**src/rtl/osd_pkg.sv**
```systemverilog
// Shared definitions for the OSD write scheduler: arbiter state encoding,
// default bus widths and the OSD window configuration payload.
package osd_pkg;

    localparam int unsigned ADDR_W_DEF = 16;
    localparam int unsigned DATA_W_DEF = 32;
    localparam int unsigned CFG_W      = 16;
    localparam int unsigned CNT_W      = 8;

    // Arbiter states
    localparam logic [1:0] ST_IDLE = 2'd0;
    localparam logic [1:0] ST_GNT0 = 2'd1;
    localparam logic [1:0] ST_GNT1 = 2'd2;

    // OSD window configuration, staged and active copies share this layout
    typedef struct packed {
        logic [CFG_W-1:0] x;
        logic [CFG_W-1:0] y;
        logic [CFG_W-1:0] h;
        logic [CFG_W-1:0] v;
        logic             en;
        logic             transparent;
    } osd_cfg_t;

endpackage

```
**src/rtl/osd_cfg_shadow.sv**
```systemverilog
// Double-buffered OSD configuration. A commit pulse loads the shadow copy
// and marks it pending; the next rising edge of vs moves shadow to active.
// Ports:
//   clk, rst      clock, asynchronous active-high reset
//   vs            frame sync (positive polarity, clk domain)
//   commit        single-cycle capture strobe for cfg_stage
//   cfg_stage     staged configuration inputs
//   cfg_active    configuration currently in effect (registered)
//   pending       a committed configuration awaits the next vs rise
module osd_cfg_shadow
    import osd_pkg::*;
(
    input  logic     clk,
    input  logic     rst,
    input  logic     vs,
    input  logic     commit,
    input  osd_cfg_t cfg_stage,
    output osd_cfg_t cfg_active,
    output logic     pending
);

    logic     vs_d;
    logic     vs_rise;
    osd_cfg_t shadow;

    assign vs_rise = vs & ~vs_d;

    // A commit landing on the vs rise applies the old shadow and keeps the
    // new one pending, since the active copy is loaded from the pre-edge shadow.
    always_ff @(posedge clk or posedge rst) begin
        if (rst) begin
            vs_d       <= 1'b0;
            shadow     <= '0;
            cfg_active <= '0;
            pending    <= 1'b0;
        end else begin
            vs_d <= vs;
            if (commit) begin
                shadow <= cfg_stage;
            end
            if (vs_rise && pending) begin
                cfg_active <= shadow;
            end
            if (commit) begin
                pending <= 1'b1;
            end else if (vs_rise) begin
                pending <= 1'b0;
            end
        end
    end

endmodule

```
**src/rtl/osd_wr_sched.sv**
```systemverilog
// OSD write scheduler: two-requester burst arbiter feeding a registered OSD
// write port, plus a vs-synchronised double-buffered window configuration.
// Ports:
//   VID_CLK_I, VID_RST_I           clock, asynchronous active-high reset
//   VS_I                           frame sync
//   REQn_VALID/ADDR/DATA_I         requester write beats
//   REQn_READY_O                   requester beat accept (state decode)
//   CFG_*_I, CFG_COMMIT_I          staged configuration and commit strobe
//   OSD_WADDR/WDATA/WREQ_O         registered OSD write port
//   OSD_X/Y/H/V/ENABLE/TRANSPARENT_O active configuration
//   CFG_PENDING_O                  committed configuration awaiting vs rise
module osd_wr_sched
    import osd_pkg::*;
#(
    parameter int unsigned ADDR_W    = ADDR_W_DEF,
    parameter int unsigned DATA_W    = DATA_W_DEF,
    parameter int unsigned BURST_MAX = 16
) (
    input  logic              VID_CLK_I,
    input  logic              VID_RST_I,
    input  logic              VS_I,
    input  logic              REQ0_VALID_I,
    input  logic [ADDR_W-1:0] REQ0_ADDR_I,
    input  logic [DATA_W-1:0] REQ0_DATA_I,
    output logic              REQ0_READY_O,
    input  logic              REQ1_VALID_I,
    input  logic [ADDR_W-1:0] REQ1_ADDR_I,
    input  logic [DATA_W-1:0] REQ1_DATA_I,
    output logic              REQ1_READY_O,
    input  logic [CFG_W-1:0]  CFG_X_I,
    input  logic [CFG_W-1:0]  CFG_Y_I,
    input  logic [CFG_W-1:0]  CFG_H_I,
    input  logic [CFG_W-1:0]  CFG_V_I,
    input  logic              CFG_EN_I,
    input  logic              CFG_TRANSPARENT_I,
    input  logic              CFG_COMMIT_I,
    output logic [ADDR_W-1:0] OSD_WADDR_O,
    output logic [DATA_W-1:0] OSD_WDATA_O,
    output logic              OSD_WREQ_O,
    output logic [CFG_W-1:0]  OSD_X_O,
    output logic [CFG_W-1:0]  OSD_Y_O,
    output logic [CFG_W-1:0]  OSD_H_O,
    output logic [CFG_W-1:0]  OSD_V_O,
    output logic              OSD_ENABLE_O,
    output logic              OSD_TRANSPARENT_O,
    output logic              CFG_PENDING_O
);

    // Counter value at which the current beat is the last one of the grant
    localparam logic [CNT_W-1:0] LAST_BEAT = CNT_W'(BURST_MAX - 1);

    logic [1:0]       state;
    logic [1:0]       state_nxt;
    logic [CNT_W-1:0] beat_cnt;
    logic             last_served;
    logic             accept;
    logic             grant_end;

    // ---------------- arbiter: state register ----------------
    always_ff @(posedge VID_CLK_I or posedge VID_RST_I) begin
        if (VID_RST_I) begin
            state <= ST_IDLE;
        end else begin
            state <= state_nxt;
        end
    end

    // ---------------- arbiter: next state ----------------
    always_comb begin
        state_nxt = state;
        accept    = 1'b0;
        grant_end = 1'b0;
        case (state)
            ST_IDLE: begin
                // Tie goes to the requester that was not served last
                if (REQ0_VALID_I && REQ1_VALID_I) begin
                    state_nxt = last_served ? ST_GNT0 : ST_GNT1;
                end else if (REQ0_VALID_I) begin
                    state_nxt = ST_GNT0;
                end else if (REQ1_VALID_I) begin
                    state_nxt = ST_GNT1;
                end
            end
            ST_GNT0: begin
                accept = REQ0_VALID_I;
                if (!REQ0_VALID_I || (beat_cnt == LAST_BEAT)) begin
                    grant_end = 1'b1;
                    state_nxt = REQ1_VALID_I ? ST_GNT1 : ST_IDLE;
                end
            end
            ST_GNT1: begin
                accept = REQ1_VALID_I;
                if (!REQ1_VALID_I || (beat_cnt == LAST_BEAT)) begin
                    grant_end = 1'b1;
                    state_nxt = REQ0_VALID_I ? ST_GNT0 : ST_IDLE;
                end
            end
            default: begin
                state_nxt = ST_IDLE;
            end
        endcase
    end

    assign REQ0_READY_O = (state == ST_GNT0);
    assign REQ1_READY_O = (state == ST_GNT1);

    // Beats accepted in the current grant; zero on every grant entry
    always_ff @(posedge VID_CLK_I or posedge VID_RST_I) begin
        if (VID_RST_I) begin
            beat_cnt <= '0;
        end else if (grant_end || (state == ST_IDLE)) begin
            beat_cnt <= '0;
        end else if (accept) begin
            beat_cnt <= beat_cnt + CNT_W'(1);
        end
    end

    // Fairness memory: 1 means requester 1 was served last
    always_ff @(posedge VID_CLK_I or posedge VID_RST_I) begin
        if (VID_RST_I) begin
            last_served <= 1'b1;
        end else if (grant_end) begin
            last_served <= (state == ST_GNT1);
        end
    end

    // Registered OSD write port; address/data hold between beats
    always_ff @(posedge VID_CLK_I or posedge VID_RST_I) begin
        if (VID_RST_I) begin
            OSD_WREQ_O  <= 1'b0;
            OSD_WADDR_O <= '0;
            OSD_WDATA_O <= '0;
        end else begin
            OSD_WREQ_O <= accept;
            if (accept) begin
                OSD_WADDR_O <= (state == ST_GNT1) ? REQ1_ADDR_I : REQ0_ADDR_I;
                OSD_WDATA_O <= (state == ST_GNT1) ? REQ1_DATA_I : REQ0_DATA_I;
            end
        end
    end

    // ---------------- configuration path ----------------
    osd_cfg_t cfg_stage;
    osd_cfg_t cfg_active;

    assign cfg_stage = '{
        x:           CFG_X_I,
        y:           CFG_Y_I,
        h:           CFG_H_I,
        v:           CFG_V_I,
        en:          CFG_EN_I,
        transparent: CFG_TRANSPARENT_I
    };

    osd_cfg_shadow u_cfg_shadow (
        .clk        (VID_CLK_I),
        .rst        (VID_RST_I),
        .vs         (VS_I),
        .commit     (CFG_COMMIT_I),
        .cfg_stage  (cfg_stage),
        .cfg_active (cfg_active),
        .pending    (CFG_PENDING_O)
    );

    assign OSD_X_O           = cfg_active.x;
    assign OSD_Y_O           = cfg_active.y;
    assign OSD_H_O           = cfg_active.h;
    assign OSD_V_O           = cfg_active.v;
    assign OSD_ENABLE_O      = cfg_active.en;
    assign OSD_TRANSPARENT_O = cfg_active.transparent;

endmodule
```
**config.mk**
```make
export PLATFORM = sky130hd
export DESIGN_NAME = osd_wr_sched
export DESIGN_NICKNAME = d
export VERILOG_FILES = /design/src/rtl/osd_pkg.sv /design/src/rtl/osd_cfg_shadow.sv /design/src/rtl/osd_wr_sched.sv
export SDC_FILE = /design/constraint.sdc
export NUM_CORES = 1
export LEC_CHECK = 0
export BUFFER_PORTS_ARGS = -buffer_cell sky130_fd_sc_hd__buf_2
export CELL_PAD_IN_SITES_DETAIL_PLACEMENT = 0
export CELL_PAD_IN_SITES_GLOBAL_PLACEMENT = 1
export CORE_MARGIN = 1
export CORE_UTILIZATION = 39
export DETAILED_ROUTE_END_ITERATION = 10
export GPL_TIMING_DRIVEN = 1
export PLACE_DENSITY = 0.82
export SLEW_MARGIN = 15
export SYNTH_ARGS = -nofsm -noshare
export SYNTH_HDL_FRONTEND = slang
export SYNTH_SLANG_ARGS = --single-unit
```
**constraint.sdc**
```tcl
create_clock -name VID_CLK_I -period 6.4 [get_ports VID_CLK_I]
set_input_delay 0 -clock VID_CLK_I [delete_from_list [all_inputs] [get_ports VID_CLK_I]]
set_output_delay 0 -clock VID_CLK_I [all_outputs]
set_load 0.005 [all_outputs]
```
**Yosys cells after proc, flatten, opt, wreduce, memory -nomap -nowiden**

Index checks and enable logic that the tools add are counted.

- Memories: 0
- Register bits after elaboration: 194
- RAM bits: 0
- Bits of input ports: 168
- Output and inout port bits: 118
- Latch bits: 0
- Logic and storage cells: 59
- Bits in read-only memories: 0

- $lt $le $gt $ge: 0
- Shift operators: 0
- $add $sub $neg: 1
- Multiplexer cells: 19
- Bitwise operators: 2
- Multiply operators: 0
- Equality and inequality tests: 6
- Reduce and logical (&&, ||, !) cells: 11
- Divide/modulo/power cells: 0

Operator list:

| kind | count |
|---|---|
| 32-bit two-way mux | 1 |
| 16-bit two-way mux | 1 |
| 8-bit two-way mux | 2 |
| 2-bit two-way mux | 7 |
| 8-bit by 1-bit adder with 8-bit output, second input constant | 1 |
| 8-bit by 4-bit equality test with 1-bit output, second input constant | 1 |
| 2-bit one-hot mux with 3 select lines | 1 |
| 1-bit two-way mux | 5 |
| 2-bit by 1-bit inequality test with 1-bit output, second input constant | 2 |
| 4-bit inequality test, second input constant | 1 |
| 1-bit one-hot mux with 2 select lines | 2 |
| 2-bit nonzero test | 2 |
| 1-bit logical OR | 3 |
| 3-bit AND reduction | 1 |
| 2-bit by 1-bit equality test with 1-bit output, second input constant | 1 |
| 2-bit equality test, second input constant | 1 |
| 1-bit logical AND | 2 |
| 1-bit zero test | 2 |
| 2-bit zero test | 1 |
| 1-bit AND | 1 |
| 1-bit NOT | 1 |

**Longest topological paths before layout**

- Depth after elaboration: 6
- Depth in mapped cells: 10
- Depth with buffers taken out: 6

**Modules after synthesis**

From an unflattened synthesis, not the netlist that was laid out.

- Cells, all modules: 574
- Area, all modules: 8049.0 um^2

Modules (own cells, without submodules):

| module | area an instance (um^2) | times used | cells an instance | seq. area each (um^2) |
|---|---|---|---|---|
| osd_cfg_shadow | 5136.2 | 1 | 284 | 3353.2 |
| osd_wr_sched | 2912.8 | 1 | 290 | 1502.7 |

**Worst setup path before layout**

Ideal clock, no wire load.

- Kind: register to register
- From: reg state[0]
- To: reg OSD_WDATA_O[10]
- Cell stages (with the launch flop): 9
- Period minus slack after synthesis: 1.697 ns
- Arrival time: 1.563 ns
- Setup time: 0.134 ns
- Path slack: 4.703 ns
- Path buffers: 3
- Data required time: 6.266 ns
- Cell sequence: dfrtp_1 > inv_1 > ha_1 > buf_6 > a22oi_4 > nand2b_1 > buf_4 > clkbuf_1 > o21ai_0

- Word-level cells in the longest chain between the ends: 2
- Elaborated cells on any way between the ends: 4
- Those cells by class: eq/ne (2); mux (2)

RTL lines:

| item | RTL line | text |
|---|---|---|
| start: declaration | osd_wr_sched.sv:52 | `logic [1:0] state;` |
| start signal: assignment | osd_wr_sched.sv:64 | `state <= state_nxt;` |
| 2-bit equality test * | n/a |  |
| via REQ1_READY_O | osd_wr_sched.sv:29 | `output logic REQ1_READY_O,` |
| 1-bit one-hot mux with 2 select lines / 32-bit two-way mux (equally long branches) | osd_wr_sched.sv:73, osd_wr_sched.sv:137 |  |
| end signal: assignment | osd_wr_sched.sv:137 | `OSD_WDATA_O <= (state == ST_GNT1) ? REQ1_DATA_I : REQ0_DATA_I;` |
| end: declaration | osd_wr_sched.sv:38 | `output logic [DATA_W-1:0] OSD_WDATA_O,` |

The timed path passes the listed nets; every way through them passes the cells marked *.
A chain may end at the register's enable or synchronous reset.

**Worst setup path in the final report**

- From: reg state[0]
- To: reg OSD_WDATA_O[15]

- Word-level cells in the longest chain between the ends: 2
- Elaborated cells on any way between the ends: 4
- Those cells by class: eq/ne (2); mux (2)

RTL lines:

| item | RTL line |
|---|---|
| 2-bit equality test / 2-bit by 1-bit equality test with 1-bit output (equally long branches) | osd_wr_sched.sv:73, osd_wr_sched.sv:137 |
| 1-bit one-hot mux with 2 select lines / 32-bit two-way mux (equally long branches) | osd_wr_sched.sv:73, osd_wr_sched.sv:137 |

Several ways; a longest one is shown, not always the timed one.

==> flow_metrics.env <==
export IMPL_status="complete, no violations"
export IMPL_cp_required_ps=6660
export IMPL_routed_wl_mm=20.0
export IMPL_final_cell_mix="buf_2 (285), dfrtp_1 (193), dlygate4sd3_1 (165)"
export IMPL_drt_iter0_drc=187
export IMPL_hold_path_endpoint="state[0]"
export IMPL_drc=0
export IMPL_critPathArrivalTime_ps=2830
export IMPL_syn_nets=756
export IMPL_p_leak_nw=5.62
export IMPL_synth_warnings=0
export IMPL_die_y_um=145
export IMPL_period_needed_ps=2570
export IMPL_max_slew_margin_rel_pct=37.8
export IMPL_tightest_slew_ps=932
export IMPL_netlist_instances=582
export IMPL_area_growth_pct=48.5
export IMPL_fp_row_count=51
export IMPL_vias=6099
export IMPL_final_setup_tns_ps=0
export IMPL_n_antenna_cell=0
export IMPL_grt_pass1_vias=6353
export IMPL_r2r_slack_ps=3830
export IMPL_ys_types=43
export IMPL_dieArea_um2=21000
export IMPL_crit_type="register to register"
export IMPL_firstDrtPassIters=4
export IMPL_gp_congestion=0.798
export IMPL_drive_above_1_share_pct=44.8
export IMPL_ys_seq_area_share_pct=61.0
export IMPL_avgSynthCellArea_um2=13.7
export IMPL_r2r_end="OSD_WDATA_O[15]"
export IMPL_multi_input_area_um2=2900
export IMPL_hp_class="primary input to register"
export IMPL_start_kind="register"
export IMPL_core_area_um2=19700
export IMPL_path_clk_slew_ps=70
export IMPL_grt_pass1_wl_mm=31.0
export IMPL_htree_levels=4
export IMPL_end_kind="register"
export IMPL_cts_tree="done"
export IMPL_drv_cap=0
export IMPL_cts_buffer_depth=2
export IMPL_clk_latency_ps=430
export IMPL_rsz0062_at_grt="no"
export IMPL_ir_drop_v=0.000212
export IMPL_grt_overflow=0
export IMPL_dp_slack_ps=3920
export IMPL_grt_max_degree=139
export IMPL_clockRootBuffer="clkbuf_16"
export IMPL_io_buffers=285
export IMPL_holdPathStages=4
export IMPL_viasPerCell=4.69
export IMPL_p_per_area_nw_per_um2=335
export IMPL_layout_setup_ws_ps=3830
export IMPL_report_final_setup_viol=0
export IMPL_synth_enable_flop_cells=0
export IMPL_fillers=1542
export IMPL_antenna_found_initial=0
export IMPL_critPathMaxFanout=97
export IMPL_fmax_ghz=0.389
export IMPL_postCtsResizedCells=0
export IMPL_ioPinCount=286
export IMPL_gr_usage_all_layers_pct=19.2
export IMPL_initial_utilization_pct=40.4
export IMPL_synth_async_sr_flop_share_pct=100
export IMPL_min_delay_start="REQ1_VALID_I"
export IMPL_fin_skew_ps=14.5
export IMPL_r2r_cells=7
export IMPL_synth_seq_cells=194
export IMPL_rr_startpoint="state[0]"
export IMPL_yosys_most_used_dff="dfrtp_1"
export IMPL_wl_per_cell_um=15.3
export IMPL_ant_nets=0
export IMPL_dp_hpwl_mm=12.0
export IMPL_slew_viol_final=0
export IMPL_layout_commonest_cell="buf_2"
export IMPL_min_period_over_period_pct=40.1
export IMPL_cts_made_buffers=17
export IMPL_syn_area_um2=7960
export IMPL_seq_area_um2=4860
export IMPL_hold_viol_final=0
export IMPL_die_x_um=145
export IMPL_cts_sinks=194
export IMPL_num_nets_final=1197
==> area by class of cell <==
type	count	area share [%]
flip-flops and latches	194	41.1
repair buffers	454	26.3
multi-input cells	347	24.5
clock buffers	18	3.63
well taps	265	2.80
clock inverters	14	1.35
inverters	9	0.349
==> what timing repair did <==
action | 4_1_cts | 5_1_grt
buffers inserted | 0 | 0
hold buffers | 165 | 0
hold endpoints to repair | 254 | 0
endpoints found under the setup margin | 0 | 0
==> kinds of logic after synthesis <==
| logic type | share of synthesized area [%] |
|---|---|
| buffers and inverters | 2.81 |
| DFF | 61.0 |
| muxes | 25.0 |
| and+or+nand+nor | 4.71 |
| adders and majority gates | 0.943 |
| AOI/OAI and AO/OA | 5.31 |
| xor gates and xnor gates | 0.220 |
==> sequential cells by signal, summed over array words and instances (netlist names) <==
register	count
OSD_WDATA_O	32
OSD_WREQ_O	1
last_served	1
u_cfg_shadow.pending	1
state	2
beat_cnt	8
u_cfg_shadow.cfg_active	66
u_cfg_shadow.shadow	66
u_cfg_shadow.vs_d	1
OSD_WADDR_O	16
==> synth_stat cells, types with 3 or more instances <==
cell,instances,area share (%)
o21ai_1,3,0.19
clkbuf_1,3,0.14
nand2_1,60,2.8
ha_1,6,0.94
mux2i_1,49,6.2
buf_6,5,0.71
nor2b_1,3,0.24
inv_1,9,0.42
buf_2,21,1.3
nor2_1,4,0.19
nand2b_1,3,0.24
mux2_2,132,19
a21oi_1,3,0.19
o21ai_0,53,3.3
dfrtp_1,193,61
==> worst max-delay path, stage by stage, from the launching register on <==
cell and delay, ps:
dfrtp_1 420, inv_1 150, ha_4 760, a22oi_4 160
nand2b_2 200, buf_4 350, nand2_1 180, o21ai_0 120
==> layer usage <==
metal / wire, um / vias up / track usage (%)
met2: 9740 / 234 / 32.9
met3: 1250 / 22 / 4.48
met1: 8650 / 2929 / 23.8
li1: - / 2914 / -
met4: 309 / 0 / 6.32
met5: 0 / - / 0
==> worst max path at each step <==
| stage | from | depth (start not counted) | slack (ps) | endpoint |
|---|---|---|---|---|
| after floorplan | VID_RST_I | 1 | 1120 | OSD_WADDR_O[0] |
| after global placement | state[0] | 7 | 4000 | OSD_WDATA_O[22] |
| after detailed placement | state[0] | 7 | 3920 | OSD_WDATA_O[5] |
| after CTS | state[0] | 7 | 3900 | OSD_WDATA_O[17] |
| after global routing | state[0] | 7 | 3620 | OSD_WDATA_O[15] |
| final | state[0] | 7 | 3830 | OSD_WDATA_O[15] |
==> stage by stage <==
stage | utilization (%) | cell area (um2) | power (mW) | hold slack (ps) | std cells
after floorplan | - | 7960 | 2.33 | 31.4 | 582
after global placement | 48.6 | 9580 | 2.72 | 170 | 1104
after detailed placement | 48.6 | 9580 | 2.76 | 168 | 1104
after CTS | 60.0 | 11800 | 3.98 | 20.7 | 1301
after global routing | 60.0 | 11800 | 4.22 | 49.5 | 1301
final | 60.0 | 11800 | 3.96 | 35.9 | 1301
==> report_power, final <==
part / total (mW) / internal (mW) / leakage (nW) / switching (mW)
Sequential: 1.68 / 1.52 / 2.34 / 0.157
Clock: 1.05 / 0.527 / 0.287 / 0.519
Combinational: 1.24 / 0.667 / 3.00 / 0.570
Total: 3.96 / 2.72 / 5.62 / 1.25
Note: power is estimated with default switching activity, not from simulation.
